`config.mk`:
```
export PLATFORM = sky130hd
export DESIGN_NAME = fetch_queue
export DESIGN_NICKNAME = d
export VERILOG_FILES = /design/src/rtl/riscv_pkg.sv /design/src/rtl/fetch_queue_mem.sv /design/src/rtl/fetch_queue.sv
export SDC_FILE = /design/constraint.sdc
export NUM_CORES = 1
export LEC_CHECK = 0
export BUFFER_PORTS_ARGS = -buffer_cell sky130_fd_sc_hd__buf_2
export CAP_MARGIN = 20
export CORE_MARGIN = 2
export CORE_UTILIZATION = 55
export CTS_CLUSTER_SIZE = 30
export DETAILED_ROUTE_END_ITERATION = 8
export GPL_TIMING_DRIVEN = 1
export PLACE_DENSITY_LB_ADDON = 0.15
export SLEW_MARGIN = 20
export SYNTH_ARGS = -nofsm -noshare
export SYNTH_HDL_FRONTEND = slang
export SYNTH_SLANG_ARGS = --single-unit
```
`constraint.sdc`:
```
create_clock -name clk -period 16.2 [get_ports clk]
set_input_delay 1.62 -clock clk [delete_from_list [all_inputs] [get_ports clk]]
set_output_delay 1.62 -clock clk [all_outputs]
set_load 0.01 [all_outputs]
```
`src/rtl/riscv_pkg.sv`:
```
// Shared RISC-V front-end constants and types used by the fetch path.
package riscv_pkg;
    localparam logic [31:0] NOP_INSTR = 32'h0000_0013;
    localparam logic [31:0] BOOT_ADDR = 32'h0000_0000;
    localparam int          FQ_DEPTH  = 4;

    typedef struct packed {
        logic [31:0] pc;
        logic [31:0] instr;
    } fq_entry_t;
endpackage

```
`src/rtl/fetch_queue_mem.sv`:
```
// Fetch queue storage: DEPTH x 64-bit array, synchronous write, combinational read.
module fetch_queue_mem #(
    parameter int DEPTH = 4,
    parameter int AW    = 2
) (
    input  logic          clk,
    input  logic          we,
    input  logic [AW-1:0] waddr,
    input  logic [63:0]   wdata,
    input  logic [AW-1:0] raddr,
    output logic [63:0]   rdata
);
    logic [63:0] mem [DEPTH];

    // No reset: validity is tracked entirely by the pointers and count.
    always_ff @(posedge clk) begin
        if (we) begin
            mem[waddr] <= wdata;
        end
    end

    assign rdata = mem[raddr];
endmodule

```
`src/rtl/fetch_queue.sv`:
```
// Instruction fetch queue between the program counter stage and decode.
module fetch_queue #(
    parameter int          DEPTH     = riscv_pkg::FQ_DEPTH,
    parameter logic [31:0] NOP_INSTR = riscv_pkg::NOP_INSTR
) (
    input  logic                     clk,
    input  logic                     reset_in,
    input  logic [31:0]              pc_in,
    input  logic [31:0]              instr_in,
    input  logic                     fetch_valid_in,
    input  logic                     flush_in,
    input  logic                     dec_ready_in,
    output logic [31:0]              instr_out,
    output logic [31:0]              instr_pc_out,
    output logic                     instr_valid_out,
    output logic                     misaligned_instr_out,
    output logic                     stall_out,
    output logic [$clog2(DEPTH):0]   count_out
);
    import riscv_pkg::fq_entry_t;
    import riscv_pkg::BOOT_ADDR;

    localparam int AW = $clog2(DEPTH);
    localparam int CW = AW + 1;
    localparam logic [CW-1:0] FULL_CNT = CW'(DEPTH);

    logic [AW-1:0] rd_ptr;
    logic [AW-1:0] wr_ptr;
    logic [CW-1:0] count;
    logic          full;
    logic          push;
    logic          pop;
    fq_entry_t     wr_entry;
    fq_entry_t     head;

    // Handshake: an entry transfers to decode on a rising edge where
    // instr_valid_out && dec_ready_in; the producer holds while stall_out=1,
    // and a push while full is only taken if the same edge also pops.
    assign full = (count == FULL_CNT);
    assign pop  = (count != '0) && dec_ready_in;
    assign push = fetch_valid_in && (!full || pop);

    assign wr_entry.pc    = pc_in;
    assign wr_entry.instr = instr_in;

    fetch_queue_mem #(
        .DEPTH (DEPTH),
        .AW    (AW)
    ) u_mem (
        .clk   (clk),
        .we    (push && !flush_in),
        .waddr (wr_ptr),
        .wdata (wr_entry),
        .raddr (rd_ptr),
        .rdata (head)
    );

    always_ff @(posedge clk or posedge reset_in) begin
        if (reset_in) begin
            rd_ptr <= '0;
            wr_ptr <= '0;
            count  <= '0;
        end else if (flush_in) begin
            rd_ptr <= '0;
            wr_ptr <= '0;
            count  <= '0;
        end else begin
            if (push) begin
                wr_ptr <= wr_ptr + 1'b1;
            end
            if (pop) begin
                rd_ptr <= rd_ptr + 1'b1;
            end
            case ({push, pop})
                2'b10:   count <= count + 1'b1;
                2'b01:   count <= count - 1'b1;
                default: count <= count;
            endcase
        end
    end

    // Empty queue presents a NOP at the boot address so decode sees a harmless word.
    assign instr_valid_out      = (count != '0);
    assign instr_out            = instr_valid_out ? head.instr : NOP_INSTR;
    assign instr_pc_out         = instr_valid_out ? head.pc : BOOT_ADDR;
    assign misaligned_instr_out = instr_valid_out && (instr_pc_out[1:0] != 2'b00);
    assign stall_out            = full;
    assign count_out            = count;
endmodule

```
# After elaboration in Yosys (flattened, before gate mapping)

Memory sizes are Yosys's and may differ from the RTL's.
Index checks and enable logic that the tools add are counted.

Register bits: 7
RAM bits: 256
Input port bits: 69
Output and inout bits: 70
Logic and storage cells: 33
Memories kept: 1

$add $sub $neg: 4
Eq/ne operators: 3
Multiplexer cells: 10
Reductions and logical operators: 12

Memory list:

| name      | words | width | rd ports | clocked after Yosys merged registers in | write ports | RTL line              | source |
|---|---|---|---|---|---|---|---|
| u_mem.mem | 4     | 64    | 1        | 0                                       | 1           | fetch_queue_mem.sv:13 | `logic [63:0] mem [DEPTH];` |

Operators by type and width:

| operator                                          | count |
|---|---|
| 2-to-1 mux 32 bit                                 | 2 |
| 2-to-1 mux 2 bit                                  | 4 |
| case mux 3 bit (2 select lines)                   | 1 |
| nonzero test 2 bit                                | 3 |
| nonzero test 3 bit                                | 2 |
| adder 2 x 1 -> 2 bit (second input constant)      | 2 |
| logical AND 1 bit                                 | 4 |
| adder 3 x 1 -> 3 bit (second input constant)      | 1 |
| == test 3 bit (second input constant)             | 1 |
| 2-to-1 mux 3 bit                                  | 1 |
| subtractor 3 x 1 -> 3 bit (second input constant) | 1 |
| == test 2 x 1 -> 1 bit (second input constant)    | 1 |
| == test 2 bit (second input constant)             | 1 |
| logical NOT 1 bit                                 | 2 |
| 2-to-1 mux 1 bit                                  | 2 |
| logical OR 1 bit                                  | 1 |

# Logic depth before layout (Yosys ltp)

Gate-level depths: netlist of the first run.

Depth in word-level cells: 7
Mapped depth: 7
Depth with buffers taken out: 6

# Hierarchy

A second synthesis of the first run with hierarchy kept.

Cell total of the unflattened synthesis: 467
Area total of the unflattened synthesis: 10323.7 um2

Modules (own cells, without submodules):

| module          | instances | cells an instance | area each (um2) | sequential area each (um2) |
|---|---|---|---|---|
| fetch_queue_mem | 1         | 338               | 9341.5          | 7687.4 |
| fetch_queue     | 1         | 129               | 982.2           | 175.2 |

# Worst setup path after synthesis of the first run

No wires, ideal clock.

Path kind: in2reg
From: in fetch_valid_in
To: mem u_mem.mem[0][0] (enable)
Library setup time: 578 ps
Data arrival time: 6784 ps
Data required time: 15622 ps
Slack: 8838 ps
Stages: 3
Path buffers: 1
Path through: clkbuf_1 > o21ai_1 > nor3b_1

Word-level cells in the longest chain between the ends: 4

RTL lines:

| element                                | RTL line              | source |
|---|---|---|
| from (decl)                            | fetch_queue.sv:10     | `input logic fetch_valid_in,` |
| logical AND 1 bit                      | fetch_queue.sv:41     | `assign push = fetch_valid_in && (!full \|\| pop);` |
| logical AND 1 bit                      | fetch_queue.sv:51     | `.we (push && !flush_in),` |
| 2-to-1 mux 1 bit                       | fetch_queue_mem.sv:17 | `if (we) begin` |
| 2-to-1 mux 1 bit (not written as such) | fetch_queue_mem.sv:18 | `mem[waddr] <= wdata;` |
| to (decl)                              | fetch_queue_mem.sv:13 |  |

No other way between the ends.

# Worst setup path in the final report of the first run

From: reg rd_ptr[0]
To: out misaligned_instr_out

Word-level cells in the longest chain between the ends: 4

RTL lines:

| element                | RTL line          | source |
|---|---|---|
| from (decl)            | fetch_queue.sv:27 | `logic [AW-1:0] rd_ptr;` |
| from (signal assigned) | fetch_queue.sv:72 | `rd_ptr <= rd_ptr + 1'b1;` |
| memory (4 x 64 bit)    | n/a               |  |
| 2-to-1 mux 32 bit      | fetch_queue.sv:85 | `assign instr_pc_out = instr_valid_out ? head.pc : BOOT_ADDR;` |
| nonzero test 2 bit     | fetch_queue.sv:86 | `assign misaligned_instr_out = instr_valid_out && (instr_pc_out[1:0] != 2'b00);` |
| logical AND 1 bit      | fetch_queue.sv:86 |  |
| to (decl)              | fetch_queue.sv:16 | `output logic misaligned_instr_out,` |

No other way between the ends.

==> results of run 1 <==
## placed cells by master, fill, tap and decap left out, types with 2 or more instances in the layout
master,n
buf_2,138
xor2_1,3
ha_1,4
inv_1,6
clkinv_1,11
clkinv_2,6
mux4_2,64
nand3_1,2
buf_4,7
and2_1,62
clkbuf_1,3
clkbuf_16,27
dfrtp_4,2
edfxtp_1,256
nor3b_2,4
o2111ai_1,2
nor2_1,8
nand2b_1,3
or2_1,3
diode_2,4
dfrtp_1,5
## cell families (layout without fill, tap and decap cells)
family          after synthesis  after routing  synth area share [%]
compound gates               12             12                 0.830
xor+xnor                      4              4                 0.342
fa+ha+maj                     5              5                 0.684
buf+inv                      33            200                  1.76
flops                       263            263                  76.7
mux                          66             66                  14.3
other cells                   0              4                     0
simple gates                 89             89                  5.38
## stage by stage
step / cells / setup slack (ns)
after floorplan: 472 / 8.84
after global placement: 820 / 11.95
after detailed placement: 820 / 11.93
after CTS: 868 / 11.38
after global routing: 870 / 11.23
final: 872 / 11.52
## cell usage after synthesis, drive strengths merged (2+ instances only)
library cell,instances,area share (%)
and2,62,3.8
buf,16,1.1
clkbuf,10,0.37
dfrtp,7,1.7
edfxtp,256,75
ha,4,0.49
inv,7,0.26
mux4,64,14
nand2b,3,0.18
nand3,2,0.098
nor2,8,0.29
nor3b,4,0.29
o2111ai,2,0.17
o21ai,2,0.098
or2,4,0.24
or3b,2,0.20
xor2,3,0.26
## worst max-delay path by stage
stage | to | depth (start not counted)
after floorplan | u_mem.mem[0][0] | 3
after global placement | misaligned_instr_out | 5
after detailed placement | misaligned_instr_out | 5
after CTS | misaligned_instr_out | 5
after global routing | misaligned_instr_out | 5
final | misaligned_instr_out | 5
## flip-flops by register name, summed over array words and instances (netlist names)
signal	count
rd_ptr	2
wr_ptr	2
count_out	3
u_mem.mem	256
## metal layers
layer	vias to the layer above	track usage [%]	wire (microns)
met3	22	3.93	1120
met1	2535	25.7	7600
met4	0	4.89	261
li1	2203	-	-
met2	139	31.9	9300
met5	-	0	0
## layout make-up
cell class	count	area share, %
Inverter	7	0.220
Multi-Input combinational cell	176	18.6
Timing Repair Buffer	145	6.22
Clock buffer	30	5.75
Sequential cell	263	65.8
Antenna cell	4	0.0837
Clock inverter	18	0.848
Tap cell	229	2.40
## tightest hold or removal path: cells and delay by family (launching register included)
| kind | cells | cell delay [ns] |
|---|---|---|
| multiplexers | 1 | 0.06 |
| AND/OR/NAND/NOR | 1 | 0.09 |
| flip-flops | 1 | 0.41 |
## power by group through the flow
stage / clock network [W] / registers [W] / logic (W)
after floorplan: 0 / 0.000790 / 0.000122
after global placement: 0 / 0.000797 / 0.000176
after detailed placement: 0 / 0.000798 / 0.000178
after CTS: 0.000560 / 0.000784 / 0.000179
after global routing: 0.000586 / 0.000786 / 0.000190
final: 0.000548 / 0.000784 / 0.000174
==> run summary, run 1 <==
status: completed
CTS H-tree depth: 1
Crit path top cell by count: nor2_1
Final Wtd Congestion: 0.679
area occupied by multi-input gates: 2230 sq um
post-route cell area: 12,000 sq um
delay-heaviest family, CP: buffers and inverters
CTS buffer count: 26
EDFF count, synth: 256
sw frac: 22.2%
crit-path cells: buf_4, mux4_2, nor2_1, nor2_1, buf_2
Worst R2R Path Depth: 4
area grow syn2layout: 16.6%
synth warn: 0
die width: 141 microns
Final Critical Period: 4.68 ns
CTS tree: yes
core box area: 18,100 sq um
Cell Area, Placed: 11,200 sq um
first-pass GRT wire length: 28,500 microns
Clk pin slew, worst setup/hold paths: 0.06 ns
CP Data Required Time: 14.58 ns
vias per cell: 5.62
final hold slack: 0.602 ns
fill cell count: 1,254
largest net degree at the start of global routing: 66
GRT Total Usage: 18.9%
sequential fraction of the synthesis area: 76.7%
initial core utilization: 56.5%
Hold Path Class: register to register
Post-Syn Nets: 546
skew final: 0.00758 ns
max-slew violations: 0
top_reg_cell synth: edfxtp_1
Net Switching: 0.000335 W
Syn Area/Cell: 21.7 sq um
Fmax: 214 MHz
combinational fraction of design power: 11.5%
Final Hold Viols: 0
post_cts resized: 0
# nets final: 693
port buffer count: 138
worst-skew pair later-pin latency: 0.51 ns
CTS sink count: 263
slowest stage cell on the critical path: buf_4
Worst Hold Depth: 2
startpoint types: register
1st-iter DRT viols: 292
Syn Std Cell Area: 10,300 sq um
critical path type: register to primary output
antenna viol nets, final: 0
sequential power share: 52.0%
Largest stage delay, worst path: 0.80 ns
hold_buf cts: 0
register area: 7870 sq um
library cells used by synthesis: 38
Wirelength per Cell: 21.0 microns
Clock power frac: 36.4%
P_int: 0.00117 W
Clock Tree Buf Depth: 3
# rows: 49
Total Die Area: 19,700 sq um
post-CTS setup buffers: 0
vias in the first global route: 5,200
worst vdd ir: 89.5 uV
reg2reg end: u_mem.mem[1][57]
pin slew with the least headroom to its limit: 1.03 ns
Tcrit/Tclk final: 28.9%
# DRC: 0
CP Capture Type: primary output
fraction of layout cells with a size suffix above 1: 39.9%
Worst Path Max Fanout: 48
Power Density: 126 nW/um^2
unrepaired setup endpoints after global routing: false
DP HPWL: 10,100 microns
hold endpoint: wr_ptr[1]
1st-pass router iterations: 4
total power: 0.00151 W
RR Startpoint: count_out[0]
Crit path arrival time: 3.06 ns
CP Buf/Inv Count: 2
max_cap viols: 0
initial antenna violation count: 4
CTS root buf: clkbuf_16
hold_sp: wr_ptr[1]
#FFs+latches synth: 263
register-to-register setup slack: 13.78 ns
Async S/R FF share, synth: 2.66%
Setup violations, final: 0
Post-Syn Instances: 472
fin util: 65.9%
IO Pins: 139
final wirelength: 18,300 microns
Worst Setup SP: rd_ptr[0]
Slew headroom: 31.5%
leakage: 4.13 nW
die height: 141 microns
vias: 4,899
setup TNS: 0 ns
gr ovfl total: 0
No activity file was read; power rests on OpenSTA's default activity.
==> run 2, diff against run 1 <==
==> constraint.sdc (replaced) <==
create_clock -name clk -period 4.5 [get_ports clk]
set_input_delay 0.45 -clock clk [delete_from_list [all_inputs] [get_ports clk]]
set_output_delay 0.45 -clock clk [all_outputs]
set_load 0.01 [all_outputs]
==> run summary, run 2 (synthesized netlist as in run 1, its figures left out) <==
pre-CTS setup slack: 1.85 ns (-10.08 ns)
delay-heaviest family, CP: flip-flops
Worst Path Max Fanout: 42 (-13%)
Largest stage delay, worst path: 0.76 ns (-0.04 ns)
Reg with most FFs: u_mem.mem
commonest non-fill, non-tap cells in the layout: edfxtp_1, buf_2, mux4_2, and2_1, clkbuf_16
Final Wtd Congestion: 0.686 (+1.1%)
# nets final: 696 (+0.43%)
Setup violations, final: 0 (unchanged)
Crit path top cell by count: nor2_1
CTS sink count: 263 (unchanged)
largest net degree at the start of global routing: 66 (unchanged)
max_cap viols: 0 (unchanged)
1st-iter DRT viols: 284 (-2.7%)
initial core utilization: 56.5% (unchanged)
worst-skew pair later-pin latency: 0.52 ns (about the same)
# rows: 49 (unchanged)
pin slew with the least headroom to its limit: 1.01 ns (-0.0189 ns)
Tcrit/Tclk final: 68.5%
startpoint types: register
vias per cell: 5.66 (+0.73%)
crit-path cells: buf_12, mux4_2, nor2_1, nor2_1, buf_2
DP HPWL: 10,600 microns (+4.9%)
CTS tree: yes
unrepaired setup endpoints after global routing: false
initial antenna violation count: 2 (-2)
Fmax: 324 MHz
fin util: 66.4% (+0.51 points)
Final Hold Viols: 0 (unchanged)
Total Die Area: 19,700 sq um (unchanged)
fill cell count: 1,233 (-1.7%)
vias in the first global route: 5,417 (+4.2%)
CTS buffer count: 27 (+3.8%)
vias: 4,935 (+0.73%)
Power Density: 463 nW/um^2 (+270%)
# DRC: 0 (unchanged)
Hold Path Class: input pin to register
CTS H-tree depth: 1 (unchanged)
CP Capture Type: primary output
port buffer count: 138 (unchanged)
CTS root buf: clkbuf_16
CP Data Required Time: 4.05 ns (-10.53 ns)
Worst Setup Slack, final: 1.42 ns (-10.10 ns)
1st-pass router iterations: 5 (+1)
register-to-register setup slack: 2.07 ns (-11.71 ns)
die height: 141 microns (unchanged)
Final Critical Period: 3.08 ns
worst vdd ir: 365 uV (+310%)
CP Buf/Inv Count: 2 (unchanged)
die width: 141 microns (unchanged)
leakage: 4.17 nW (+0.94%)
Wirelength per Cell: 21.1 microns (+0.86%)
antenna viol nets, final: 0 (unchanged)
Slew headroom: 32.7% (+1.3 points)
status: completed
area grow syn2layout: 17.5%
Clock Tree Buf Depth: 3 (unchanged)
first-pass GRT wire length: 29,700 microns (+4.2%)
max-slew violations: 0 (unchanged)
IO Pins: 139 (unchanged)
Crit path arrival time: 2.63 ns (-0.43 ns)
fraction of layout cells with a size suffix above 1: 40.3% (+0.41 points)
slowest stage cell on the critical path: dfrtp_4
core box area: 18,100 sq um (unchanged)
skew final: 0.0127 ns (+0.00508 ns)
commonest non-fill, non-tap cell in the layout: edfxtp_1
post_cts resized: 0 (unchanged)
final wirelength: 18,400 microns (+0.86%)
Largest register FFs: 256 (unchanged)
critical path type: register to primary output
post-CTS setup buffers: 0 (unchanged)
gr ovfl total: 0 (unchanged)
Clk pin slew, worst setup/hold paths: 0.06 ns (about the same)
GRT Total Usage: 19.4% (+0.52 points)
run 2: cell count changes in the layout (fill, tap and decap cells not counted), sizes merged:
cell / delta
clkinv: -6
clkbuf: +3
bufinv: +2
buf: +1
dlygate4sd3: +1
diode: -1
run 2: path summary, 6_finish.rpt:
path,from,end,cells past startpoint
worst max-delay path,rd_ptr[0],misaligned_instr_out,5
worst min-delay path,pc_in[23],u_mem.mem[3][55],1
worst max register to register,count_out[0],u_mem.mem[1][17],4
worst min register to register,wr_ptr[1],wr_ptr[1],2
max in group asynchronous,reset_in,rd_ptr[0],3
min in group asynchronous,reset_in,count_out[0],3
run 2: report_power, final:
group,switching (W),internal (W),total (W)
clock,0.000841,0.00126,0.00211
combinational,0.000324,0.000315,0.000640
sequential,0.0000577,0.00277,0.00283
run 2: cell type report:
class	count	area [sq um]	share of cell area [%]
Tap cell	229	287	2.38
Timing Repair Buffer	147	786	6.52
Sequential cell	263	7870	65.3
Multi-Input combinational cell	176	2230	18.5
Antenna cell	3	7.51	0.0623
Clock inverter	14	143	1.18
Clock buffer	33	698	5.80
Inverter	7	26.3	0.218
run 2: per-stage QoR:
stage | total power (W) | cells | setup TNS [ns] | hold slack [ns] | instance area [sq um]
final | 0.00557 | 872 | 0 | 0.143 | 12000
after CTS | 0.00562 | 868 | 0 | 0.130 | 12000
after global routing | 0.00578 | 870 | 0 | 0.135 | 12000
after global placement | 0.00351 | 820 | 0 | 0.405 | 11200
after floorplan | 0.00329 | 472 | -440.38 | 0.253 | 10300
after detailed placement | 0.00352 | 820 | 0 | 0.420 | 11200
run 2: routing by layer:
layer	global-route usage (%)	routed length, microns
met2	33.2	9480
met4	5.00	320
met3	3.73	1090
met5	0	0
met1	26.3	7550
run 2: repair_timing:
action | 4_1_cts | 5_1_grt
hold buffers | 1 | 0
hold endpoints to repair | 7 | 0
setup endpoints to repair | 0 | 0
